## src/rtl/split_pkg.sv

```systemverilog
// Shared definitions for the split_fields word splitter.
// Holds field widths, field index constants, the bit-offset table of each
// field inside the packed word, and the control state encoding.
package split_pkg;

    localparam int unsigned WORD_W     = 32;
    localparam int unsigned FIELD_W    = 8;
    localparam int unsigned NIB_W      = 4;
    localparam int unsigned NUM_FIELDS = 5;
    localparam int unsigned IDX_W      = 3;

    localparam logic [IDX_W-1:0] FIELD_A = 3'd0;
    localparam logic [IDX_W-1:0] FIELD_B = 3'd1;
    localparam logic [IDX_W-1:0] FIELD_C = 3'd2;
    localparam logic [IDX_W-1:0] FIELD_D = 3'd3;
    localparam logic [IDX_W-1:0] FIELD_E = 3'd4;

    // LSB position of each field inside the packed word, indexed A..E.
    localparam int unsigned FIELD_OFS [NUM_FIELDS] = '{24, 16, 8, 4, 0};

    typedef enum logic {
        EMPTY,
        BUSY
    } state_t;

endpackage

```

## src/rtl/split_fields_field_select.sv

```systemverilog
// Combinational field extractor.
// Ports:
//   word  - held packed word (A,B,C byte fields, D,E nibble fields)
//   idx   - field index, FIELD_A..FIELD_E
//   field - selected field; nibble fields zero-extended, out-of-range idx gives 0
module field_select
    import split_pkg::*;
(
    input  logic [WORD_W-1:0]  word,
    input  logic [IDX_W-1:0]   idx,
    output logic [FIELD_W-1:0] field
);

    always_comb begin
        field = '0;
        case (idx)
            FIELD_A: field = word[FIELD_OFS[FIELD_A] +: FIELD_W];
            FIELD_B: field = word[FIELD_OFS[FIELD_B] +: FIELD_W];
            FIELD_C: field = word[FIELD_OFS[FIELD_C] +: FIELD_W];
            FIELD_D: field = {{(FIELD_W-NIB_W){1'b0}}, word[FIELD_OFS[FIELD_D] +: NIB_W]};
            FIELD_E: field = {{(FIELD_W-NIB_W){1'b0}}, word[FIELD_OFS[FIELD_E] +: NIB_W]};
            default: field = '0;
        endcase
    end

endmodule

```

## src/rtl/split_fields.sv

```systemverilog
// Splits a 32-bit packed word into five fields (A,B,C bytes, D,E nibbles)
// and streams them out one per output handshake, idx 0..4.
// Ports:
//   Clk, Rst             - clock, synchronous active-high reset
//   InWord/InValid/InReady   - input word handshake
//   OutField/OutIdx/OutLast/OutValid/OutReady - output field handshake
module split_fields
    import split_pkg::*;
(
    input  logic               Clk,
    input  logic               Rst,
    input  logic [WORD_W-1:0]  InWord,
    input  logic               InValid,
    output logic               InReady,
    output logic [FIELD_W-1:0] OutField,
    output logic [IDX_W-1:0]   OutIdx,
    output logic               OutLast,
    output logic               OutValid,
    input  logic               OutReady
);

    state_t            state;
    state_t            state_nx;
    logic [WORD_W-1:0] hold;
    logic [IDX_W-1:0]  idx;
    logic              last;
    logic              in_hs;
    logic              out_hs;

    always_comb begin
        last     = (idx == FIELD_E);
        OutValid = (state == BUSY);
        // A new word is taken while the last field drains, giving no bubble.
        InReady  = !Rst && ((state == EMPTY) || (last && OutReady));
        in_hs    = InValid && InReady;
        out_hs   = OutValid && OutReady;
        state_nx = state;
        case (state)
            EMPTY: if (in_hs) state_nx = BUSY;
            BUSY:  if (out_hs && last && !in_hs) state_nx = EMPTY;
            default: state_nx = EMPTY;
        endcase
    end

    always_ff @(posedge Clk) begin
        if (Rst) begin
            state <= EMPTY;
            hold  <= '0;
            idx   <= '0;
        end else begin
            state <= state_nx;
            if (in_hs) begin
                hold <= InWord;
                idx  <= '0;
            end else if (out_hs && !last) begin
                idx <= idx + IDX_W'(1);
            end
        end
    end

    field_select u_field_select (
        .word  (hold),
        .idx   (idx),
        .field (OutField)
    );

    assign OutIdx  = idx;
    assign OutLast = last;

endmodule

```

## config.mk

```make
export PLATFORM = sky130hd
export DESIGN_NAME = split_fields
export DESIGN_NICKNAME = d
export VERILOG_FILES = /design/src/rtl/split_pkg.sv /design/src/rtl/split_fields_field_select.sv /design/src/rtl/split_fields.sv
export SDC_FILE = /design/constraint.sdc
export NUM_CORES = 1
export LEC_CHECK = 0
export BUFFER_PORTS_ARGS = -buffer_cell sky130_fd_sc_hd__buf_4
export CAP_MARGIN = 0
export CORE_ASPECT_RATIO = 0.5
export CORE_MARGIN = 8
export CORE_UTILIZATION = 49
export DETAILED_ROUTE_END_ITERATION = 6
export PLACE_DENSITY = 0.75
export SLEW_MARGIN = 20
export SYNTH_ARGS = -nofsm -noshare
export SYNTH_HDL_FRONTEND = slang
export SYNTH_SLANG_ARGS = --single-unit
```

## constraint.sdc

```tcl
create_clock -name Clk -period 2.13 [get_ports Clk]
set_clock_uncertainty 0.15 [all_clocks]
set_input_delay 0.1065 -clock Clk [delete_from_list [all_inputs] [get_ports Clk]]
set_output_delay 0.1065 -clock Clk [all_outputs]
set_load 0.02 [all_outputs]
```

==> results.ini, run 1 <==
[run_status]
status=completed

[clocking]
clkLatencyLatePin_ns=0.29
htreeDepth=2
cts_max_path_buffers=2
path_clk_slew_ns=0.07
cts.sinks=36
cts_buffers=5
cts-root-buf=clkbuf_8
cts_tree=done

[floorplanning]
row_count=14
dieWidth_um=94.0
start_util_pct=50.6
core_um2=2940
io_pins=50
die_area_um2=5170
die_h_um=55.0

[critical_path]
start_kind=register
crit_family=compound AO/OA/AOI/OAI gates
path_buf_inv=2
max_stage_delay_ns=0.37
path_cells=inv_1 > ha_1 > nor2b_2 > a222oi_1 > o21ai_0 > buf_4
cp.arrival_ns=1.85
cp_slowest_cell=dfxtp_2
timing.reg2reg.setup_slack_ns=0.17
path_class=register to output port
required_ns=1.87
crit_path_end_kind=output port
cp_max_fo=6

[sta]
final.period_utilization_pct=99.1
worst_slew_pin_slew_ns=0.346
setup-tns-final_ns=0
maxSlewHeadroom_pct=76.9
finalWorstSetupSlack_ns=0.0191
final.min_clock_period_ns=2.11
hold_viol=0
fmax_ghz=0.474
setup_violations=0
maxSlewViolCount=0

[place]
place_ws_ns=0.223
place.detailed.hpwl_um=2740
placed_cell_area_um2=1880
port_buffers=49
gp_congestion=0.738

[finish]
mostFrequentLayoutCell=buf_4
fill_cells=178
design_area_um2=2340
nets=259
layout_common_cells=buf_4, dfxtp_1, dlygate4sd3_1
diodes=0
area_growth_pct=57.1
drive_above_1_share_pct=44.7
ff_latch_area_um2=723
multi_input_area_um2=694

[synthesis]
synth_cell_type_count=24
synth.cell_area_um2=1490
avgSynthCellArea_um2=11.4
synthCells=131
yosysSeqAreaShare_pct=48.4
yosys-top-cells-area=dfxtp_1, a22o_2, ha_1, buf_6, a222oi_1
synth_top_area_share_pct=48.4
synth-seq-cells=36
syn-num-nets=172
synth.largest_area_cell=dfxtp_1
yosys_warnings=0

[power]
clock_power_share_pct=37.0
comb_power_share_pct=17.2
sw_frac_of_total_pct=24.2
netSwitchingPower_uw=391
power_frac_seq_pct=45.8
internal_power_mw=1.22
p_per_area_nw_per_um2=691
leakage_nw=1.03
ir_drop_mv=0.488

[detailed_routing]
vias_per_cell=5.53
drtIter0Drc=119
postRouteAntennaNets=0
drt_wl_total_um=4360
firstDrtPassIters=4
route.vias.total=1432
wl_per_cell_um=16.8
drc=0

[global_route]
grt_pass1_vias=1526
grt.total_usage_pct=18.0
grt_pass1_wl_um=7180
grt-ovfl-total=0
grt_max_degree=24
grt_antenna_before_repair=0

[job]
maxCapViolations=0

[min_path]
hp-class=input pin to register

==> cell type report <==
| cell class | count | area share (%) |
|---|---|---|
| Tap cell | 40 | 2.14 |
| Clock inverter | 2 | 1.50 |
| Timing Repair Buffer | 89 | 32.2 |
| Clock buffer | 6 | 3.10 |
| Sequential cell | 36 | 30.9 |
| Multi-Input combinational cell | 83 | 29.7 |
| Inverter | 3 | 0.481 |
==> timing repair <==
| action | 4_1_cts | 5_1_grt |
|---|---|---|
| gates resized for setup | 1 | 3 |
| gates cloned | 0 | 0 |
| pin swaps | 0 | 0 |
| hold buffers | 34 | 0 |
| buffers inserted | 0 | 0 |
| setup endpoints to repair | 1 | 5 |
| hold endpoints to repair | 33 | 0 |
==> routing by layer <==
| metal | routed length, um | GRT usage, % | share of wire, % |
|---|---|---|---|
| met1 | 1870 | 20.3 | 43 |
| met2 | 2120 | 32.1 | 49 |
| met5 | 0 | 0 | 0 |
| met4 | 68 | 7.27 | 1.6 |
| met3 | 301 | 5.52 | 6.9 |
==> flip-flops by register name (all words and copies together) (netlist names) <==
name / flops
hold: 32
OutIdx: 3
OutValid: 1
==> final timing paths <==
path                            cells after the start       from          end
worst max register to register                      7  OutIdx[0]     OutValid
worst min-delay path                                3   OutReady    OutIdx[2]
worst min register to register                      1   hold[20]     hold[20]
worst max-delay path                                6  OutIdx[0]  OutField[3]
==> worst reg2reg max path: cells and delay by family (launching register included) <==
kind	cells	cell delay (ns)
buf+inv	3	0.79
fa+ha+maj	1	0.17
simple gates	2	0.21
flops	1	0.35
compound gates	1	0.18
==> power groups by stage <==
stage          registers [mW]  logic (mW)  clock network [mW]
2_1_floorplan           0.751       0.122                   0
3_3_place_gp            0.754       0.218                   0
3_5_place_dp            0.754       0.222                   0
4_1_cts                 0.739       0.273               0.601
5_1_grt                 0.744       0.298               0.631
6_report                0.740       0.278               0.597
==> kinds of logic (layout without fill, tap and decap cells) <==
| group | count (synthesis) | in the layout | synth area share (%) |
|---|---|---|---|
| simple gates | 20 | 20 | 7.06 |
| compound gates | 58 | 58 | 34.8 |
| buf+inv | 12 | 100 | 5.55 |
| flops | 36 | 36 | 48.4 |
| fa+ha+maj | 5 | 5 | 4.20 |
==> cell usage after synthesis <==
cell and count:
nor2_1 1, nand2b_1 1, nand3_1 1, a222oi_1 4
or3_1 1, nor3b_1 1, buf_6 5, a211oi_1 1
or3b_2 1, clkbuf_1 4, nor2b_1 4, a21oi_1 5
ha_1 5, a22oi_1 5, a311oi_4 1, inv_1 3
a22o_1 4, o21ai_0 6, a32oi_1 3, a22o_2 28
a311o_1 1, and2_4 1, nand2_1 9, dfxtp_1 36
==> stage by stage <==
stage                     util [%]  std cells  power [mW]  hold WS (ns)
after floorplan                  -        131       0.873        0.0289
after global placement        64.0        217       0.973         0.170
after detailed placement      64.0        217       0.976         0.174
after CTS                     79.3        259        1.61        0.0788
after global routing          79.5        259        1.67         0.100
final                         79.5        259        1.62        0.0767
No activity file was read; power rests on OpenSTA's default activity.
==> run 2: changes to the inputs <==
==> constraint.sdc (replaced) <==
create_clock -name Clk -period 2.1 [get_ports Clk]
set_clock_uncertainty 0.15 [all_clocks]
set_input_delay 0.105 -clock Clk [delete_from_list [all_inputs] [get_ports Clk]]
set_output_delay 0.105 -clock Clk [all_outputs]
set_load 0.02 [all_outputs]
==> run 2 against run 1 <==
Net effect: flip-flop and latch count is the same; worst setup slack gained 0.034 ns; first-iteration DRC count shrank 30%; largest cell class unchanged; largest power group unchanged; critical endpoint unchanged.
==> results.ini, run 2 (synthesis gave the netlist of run 1 again) <==
[global_route]
grt_antenna_before_repair=0  ; unchanged
grt_pass1_vias=1455  ; was 1526
grt_max_degree=33  ; was 24
grt_pass1_wl_um=6930  ; was 7180 um
grt.total_usage_pct=17.3  ; was 18.0%
grt-ovfl-total=0  ; unchanged

[finish]
drive_above_1_share_pct=45.9  ; was 44.7%
area_growth_pct=59.3  ; was 57.1%
layout_common_cells=buf_4, dfxtp_1, dlygate4sd3_1  ; unchanged
multi_input_area_um2=703  ; was 694 um2
largest_reg_flops=32  ; unchanged
mostFrequentLayoutCell=buf_4  ; unchanged
fill_cells=189  ; was 178
ff_latch_area_um2=726  ; was 723 um2
nets=258  ; was 259
design_area_um2=2370  ; was 2340 um2
regMostFlops=hold  ; unchanged
final_core_util_pct=80.6  ; was 79.5%
fin_cells=258  ; was 259
diodes=0  ; unchanged

[run_status]
status=completed  ; unchanged

[critical_path]
path_class=register to output port  ; unchanged
crit_path_end_kind=output port  ; unchanged
start_kind=register  ; unchanged
r2r-start=OutIdx[0]  ; unchanged
required_ns=1.85  ; was 1.87 ns
cp_max_fo=6  ; unchanged
critPathLaunch=OutIdx[0]  ; unchanged
cp.arrival_ns=1.79  ; was 1.85 ns

[place]
placed_cell_area_um2=1900  ; was 1880 um2
placed_cells=216  ; was 217
gp_congestion=0.771  ; was 0.738
place.detailed.hpwl_um=2690  ; was 2740 um
place_ws_ns=0.290  ; was 0.223 ns
port_buffers=49  ; unchanged

[sta]
setup-tns-final_ns=0  ; unchanged
maxSlewViolCount=0  ; unchanged
final.min_clock_period_ns=2.05
finalWorstSetupSlack_ns=0.0533  ; was 0.0191 ns
final.period_utilization_pct=97.5
fmax_ghz=0.489
timing.hold.ws_ns=0.0836  ; was 0.0767 ns
worst_slew_pin_slew_ns=0.353  ; was 0.346 ns
maxSlewHeadroom_pct=76.4  ; was 76.9%
hold_viol=0  ; unchanged
rsz0062_at_grt=true
setup_violations=0  ; unchanged

[floorplanning]
start_util_pct=50.6  ; unchanged
dieWidth_um=94.0  ; unchanged
core_um2=2940  ; unchanged
die_area_um2=5170  ; unchanged
die_h_um=55.0  ; unchanged
io_pins=50  ; unchanged
row_count=14  ; unchanged

[power]
sw_frac_of_total_pct=24.0  ; was 24.2%
p_per_area_nw_per_um2=690  ; was 691 nW/um2
power_frac_seq_pct=45.9  ; was 45.8%
internal_power_mw=1.24  ; was 1.22 mW
leakage_nw=1.03  ; about the same
power.total_mw=1.64  ; was 1.62 mW
netSwitchingPower_uw=392  ; was 391 uW
clock_power_share_pct=36.5  ; was 37.0%
ir_drop_mv=0.439  ; was 0.488 mV
comb_power_share_pct=17.6  ; was 17.2%

[detailed_routing]
drtIter0Drc=83  ; was 119
drc=0  ; unchanged
postRouteAntennaNets=0  ; unchanged
drt_wl_total_um=4380  ; was 4360 um
route.vias.total=1424  ; was 1432
vias_per_cell=5.52  ; was 5.53
wl_per_cell_um=17.0  ; was 16.8 um
firstDrtPassIters=4  ; unchanged

[clocking]
cts-root-buf=clkbuf_8  ; unchanged
cts_tree=done  ; unchanged
htreeDepth=2  ; unchanged
path_clk_slew_ns=0.07  ; about the same
clkLatencyLatePin_ns=0.28  ; was 0.29 ns
cts_max_path_buffers=2  ; unchanged
cts.sinks=36  ; unchanged
cts_buffers=5  ; unchanged

[min_path]
min_from=OutReady  ; unchanged
hp-class=input pin to register  ; unchanged

[job]
maxCapViolations=0  ; unchanged

## run 2: timing repair
action                                 4_1_cts  5_1_grt
setup endpoints to repair                    0        9
hold buffers                                34        0
endpoints found under the hold margin       33        0
resized for setup                            0        7
buffers inserted                             0        0
## run 2: power groups by stage
stage | Combinational (mW) | Sequential, mW | Clock, mW
global route | 0.308 | 0.756 | 0.644
detailed placement | 0.229 | 0.766 | 0
floorplan | 0.124 | 0.762 | 0
finish | 0.288 | 0.751 | 0.598
CTS | 0.282 | 0.751 | 0.608
global placement | 0.226 | 0.765 | 0
## run 2: final cells by class
class	count	area share, %
Sequential cell	36	30.6
Clock inverter	3	1.79
Clock buffer	5	2.90
Inverter	3	0.475
Timing Repair Buffer	88	32.5
Tap cell	40	2.11
Multi-Input combinational cell	83	29.6
## run 2: critical path, stage by stage (launching register included)
cell and delay [ns]:
dfxtp_4 0.38, inv_1 0.07, ha_2 0.21, nor2b_1 0.15
buf_4 0.16, a222oi_1 0.26, o21ai_1 0.11, buf_4 0.17
## run 2: path summary, 6_finish.rpt
path                               endpoint  slack [ns]  cells past startpoint
worst min-delay path              OutIdx[1]        0.08                      3
worst min register to register     hold[23]        0.34                      1
worst max-delay path            OutField[3]        0.05                      7
worst max register to register     OutValid        0.07                      7
## run 2: routing by layer
layer  routed length (um)  vias to the layer above  GRT usage, %
li1                     -                      678             -
met3                  266                        5          5.11
met5                    0                        -             0
met4                   36                        0          5.45
met1                 1810                      701          19.6
met2                 2270                       40          31.9
==> run 3: changes to the inputs <==
--- a/config.mk
+++ b/config.mk
@@ -9,9 +9,10 @@
 export CAP_MARGIN = 0
 export CORE_ASPECT_RATIO = 0.5
 export CORE_MARGIN = 8
-export CORE_UTILIZATION = 49
+export CORE_UTILIZATION = 46
 export DETAILED_ROUTE_END_ITERATION = 6
-export PLACE_DENSITY = 0.75
+export GPL_ROUTABILITY_DRIVEN = 0
+export PLACE_DENSITY = 0.71
 export SLEW_MARGIN = 20
 export SYNTH_ARGS = -nofsm -noshare
 export SYNTH_HDL_FRONTEND = slang
==> run 3 against run 2 <==
Net effect: sequential share of layout area rose by 0.23 points; critical path depth unchanged; core utilization shrank 3.4 points; combinational power fell by 2%; worst hold slack improved by 0.0049 ns; wire length decreased by 5.9%; highest routed layer unchanged.
==> results.ini, run 3 (synthesis gave the netlist of run 1 again) <==
[floorplanning]
dieWidth_um=96.5  ; was 94.0 um
die_area_um2=5420  ; was 5170 um2
core_um2=3050  ; was 2940 um2
io_pins=50  ; unchanged
row_count=14  ; unchanged
die_h_um=56.2  ; was 55.0 um
start_util_pct=48.9  ; was 50.6%

[sta]
rsz0062_at_grt=false  ; was true
finalWorstSetupSlack_ns=0.109  ; was 0.0533 ns
hold_viol=0  ; unchanged
fmax_ghz=0.502  ; was 0.489 GHz
worst_slew_pin_slew_ns=0.286  ; was 0.353 ns
maxSlewViolCount=0  ; unchanged
setup_violations=0  ; unchanged
final.period_utilization_pct=94.8  ; was 97.5%
final.min_clock_period_ns=1.99  ; was 2.05 ns
setup-tns-final_ns=0  ; unchanged
maxSlewHeadroom_pct=80.9  ; was 76.4%

[min_path]
hp-class=input pin to register  ; unchanged

[finish]
mostFrequentLayoutCell=buf_4  ; unchanged
multi_input_area_um2=694  ; was 703 um2
area_growth_pct=58.2  ; was 59.3%
design_area_um2=2350  ; was 2370 um2
layout_common_cells=buf_4, dfxtp_1, dlygate4sd3_1  ; unchanged
drive_above_1_share_pct=44.7  ; was 45.9%
regMostFlops=hold  ; unchanged
diodes=0  ; unchanged
largest_reg_flops=32  ; unchanged
fill_cells=201  ; was 189
nets=259  ; was 258
ff_latch_area_um2=726  ; unchanged
fin_cells=259  ; was 258

[power]
ir_drop_mv=0.547  ; was 0.439 mV
p_per_area_nw_per_um2=689  ; was 690 nW/um2
leakage_nw=1.03  ; about the same

[clocking]
cts_buffers=5  ; unchanged
cts_tree=done  ; unchanged
cts.sinks=36  ; unchanged
clkLatencyLatePin_ns=0.28  ; about the same
cts-root-buf=clkbuf_8  ; unchanged
htreeDepth=2  ; unchanged
cts_max_path_buffers=2  ; unchanged
path_clk_slew_ns=0.07  ; about the same

[critical_path]
path_class=register to output port  ; unchanged
required_ns=1.85  ; about the same
cp.arrival_ns=1.74  ; was 1.79 ns
start_kind=register  ; unchanged
cp_max_fo=6  ; unchanged
crit_path_end_kind=output port  ; unchanged

[global_route]
grt_pass1_wl_um=6660  ; was 6930 um
grt_max_degree=33  ; unchanged
grt_pass1_vias=1470  ; was 1455
grt.total_usage_pct=15.4  ; was 17.3%
grt_antenna_before_repair=0  ; unchanged
grt-ovfl-total=0  ; unchanged

[detailed_routing]
postRouteAntennaNets=0  ; unchanged
drc=0  ; unchanged
vias_per_cell=5.37  ; was 5.52
firstDrtPassIters=4  ; unchanged
drtIter0Drc=105  ; was 83
route.vias.total=1392  ; was 1424
wl_per_cell_um=15.9  ; was 17.0 um
drt_wl_total_um=4130  ; was 4380 um

[place]
placed_cells=217  ; was 216
place.detailed.hpwl_um=2730  ; was 2690 um
placed_cell_area_um2=1900  ; about the same
port_buffers=49  ; unchanged
place_ws_ns=0.287  ; was 0.290 ns

[job]
maxCapViolations=0  ; unchanged

[run_status]
status=completed  ; unchanged

## run 3: final timing paths
kind / from / endpoint / slack [ns] / cells after the start
worst min register to register: hold[4] / hold[4] / 0.34 / 1
worst max-delay path: OutIdx[0] / OutField[3] / 0.11 / 7
worst min-delay path: OutReady / OutIdx[2] / 0.09 / 3
worst max register to register: OutIdx[0] / OutValid / 0.12 / 7
## run 3: final cells by class
cell class | instances | share of cell area [%]
Sequential cell | 36 | 30.8
Timing Repair Buffer | 89 | 32.5
Clock buffer | 6 | 3.08
Multi-Input combinational cell | 83 | 29.5
Inverter | 3 | 0.478
Tap cell | 40 | 2.13
Clock inverter | 2 | 1.49
## run 3: where the power goes
group | switching (mW) | leakage [nW] | total, mW | internal [mW]
registers | 0.0257 | 0.297 | 0.750 | 0.724
logic | 0.115 | 0.679 | 0.282 | 0.167
clock network | 0.239 | 0.0552 | 0.592 | 0.352
## run 3: repair_timing
| action | 4_1_cts | 5_1_grt |
|---|---|---|
| gates resized for setup | 0 | 5 |
| hold endpoints to repair | 33 | 0 |
| setup endpoints to repair | 0 | 7 |
| hold buffers | 34 | 0 |
| setup buffers | 0 | 0 |
## run 3: critical path, cell delays in order (launching register included)
cell	delay, ns
dfxtp_4	0.37
inv_1	0.06
ha_2	0.21
nor2b_1	0.13
buf_4	0.15
a222oi_1	0.25
o21ai_1	0.11
buf_4	0.17
## run 3: per-stage QoR
step / power (mW) / hold WS, ns / util (%)
floorplan: 0.886 / 0.0274 / -
global placement: 0.990 / 0.171 / 62.3
detailed placement: 0.992 / 0.173 / 62.3
CTS: 1.63 / 0.0771 / 77.0
global route: 1.70 / 0.0940 / 77.3
finish: 1.62 / 0.0885 / 77.3
## run 3: per-layer routing
metal	global-route usage (%)	share of wire [%]	vias to the layer above
met4	4.91	0.78	0
met1	18.1	45	663
met5	0	0	-
li1	-	-	684
met3	4.98	5.6	4
met2	25.5	49	41
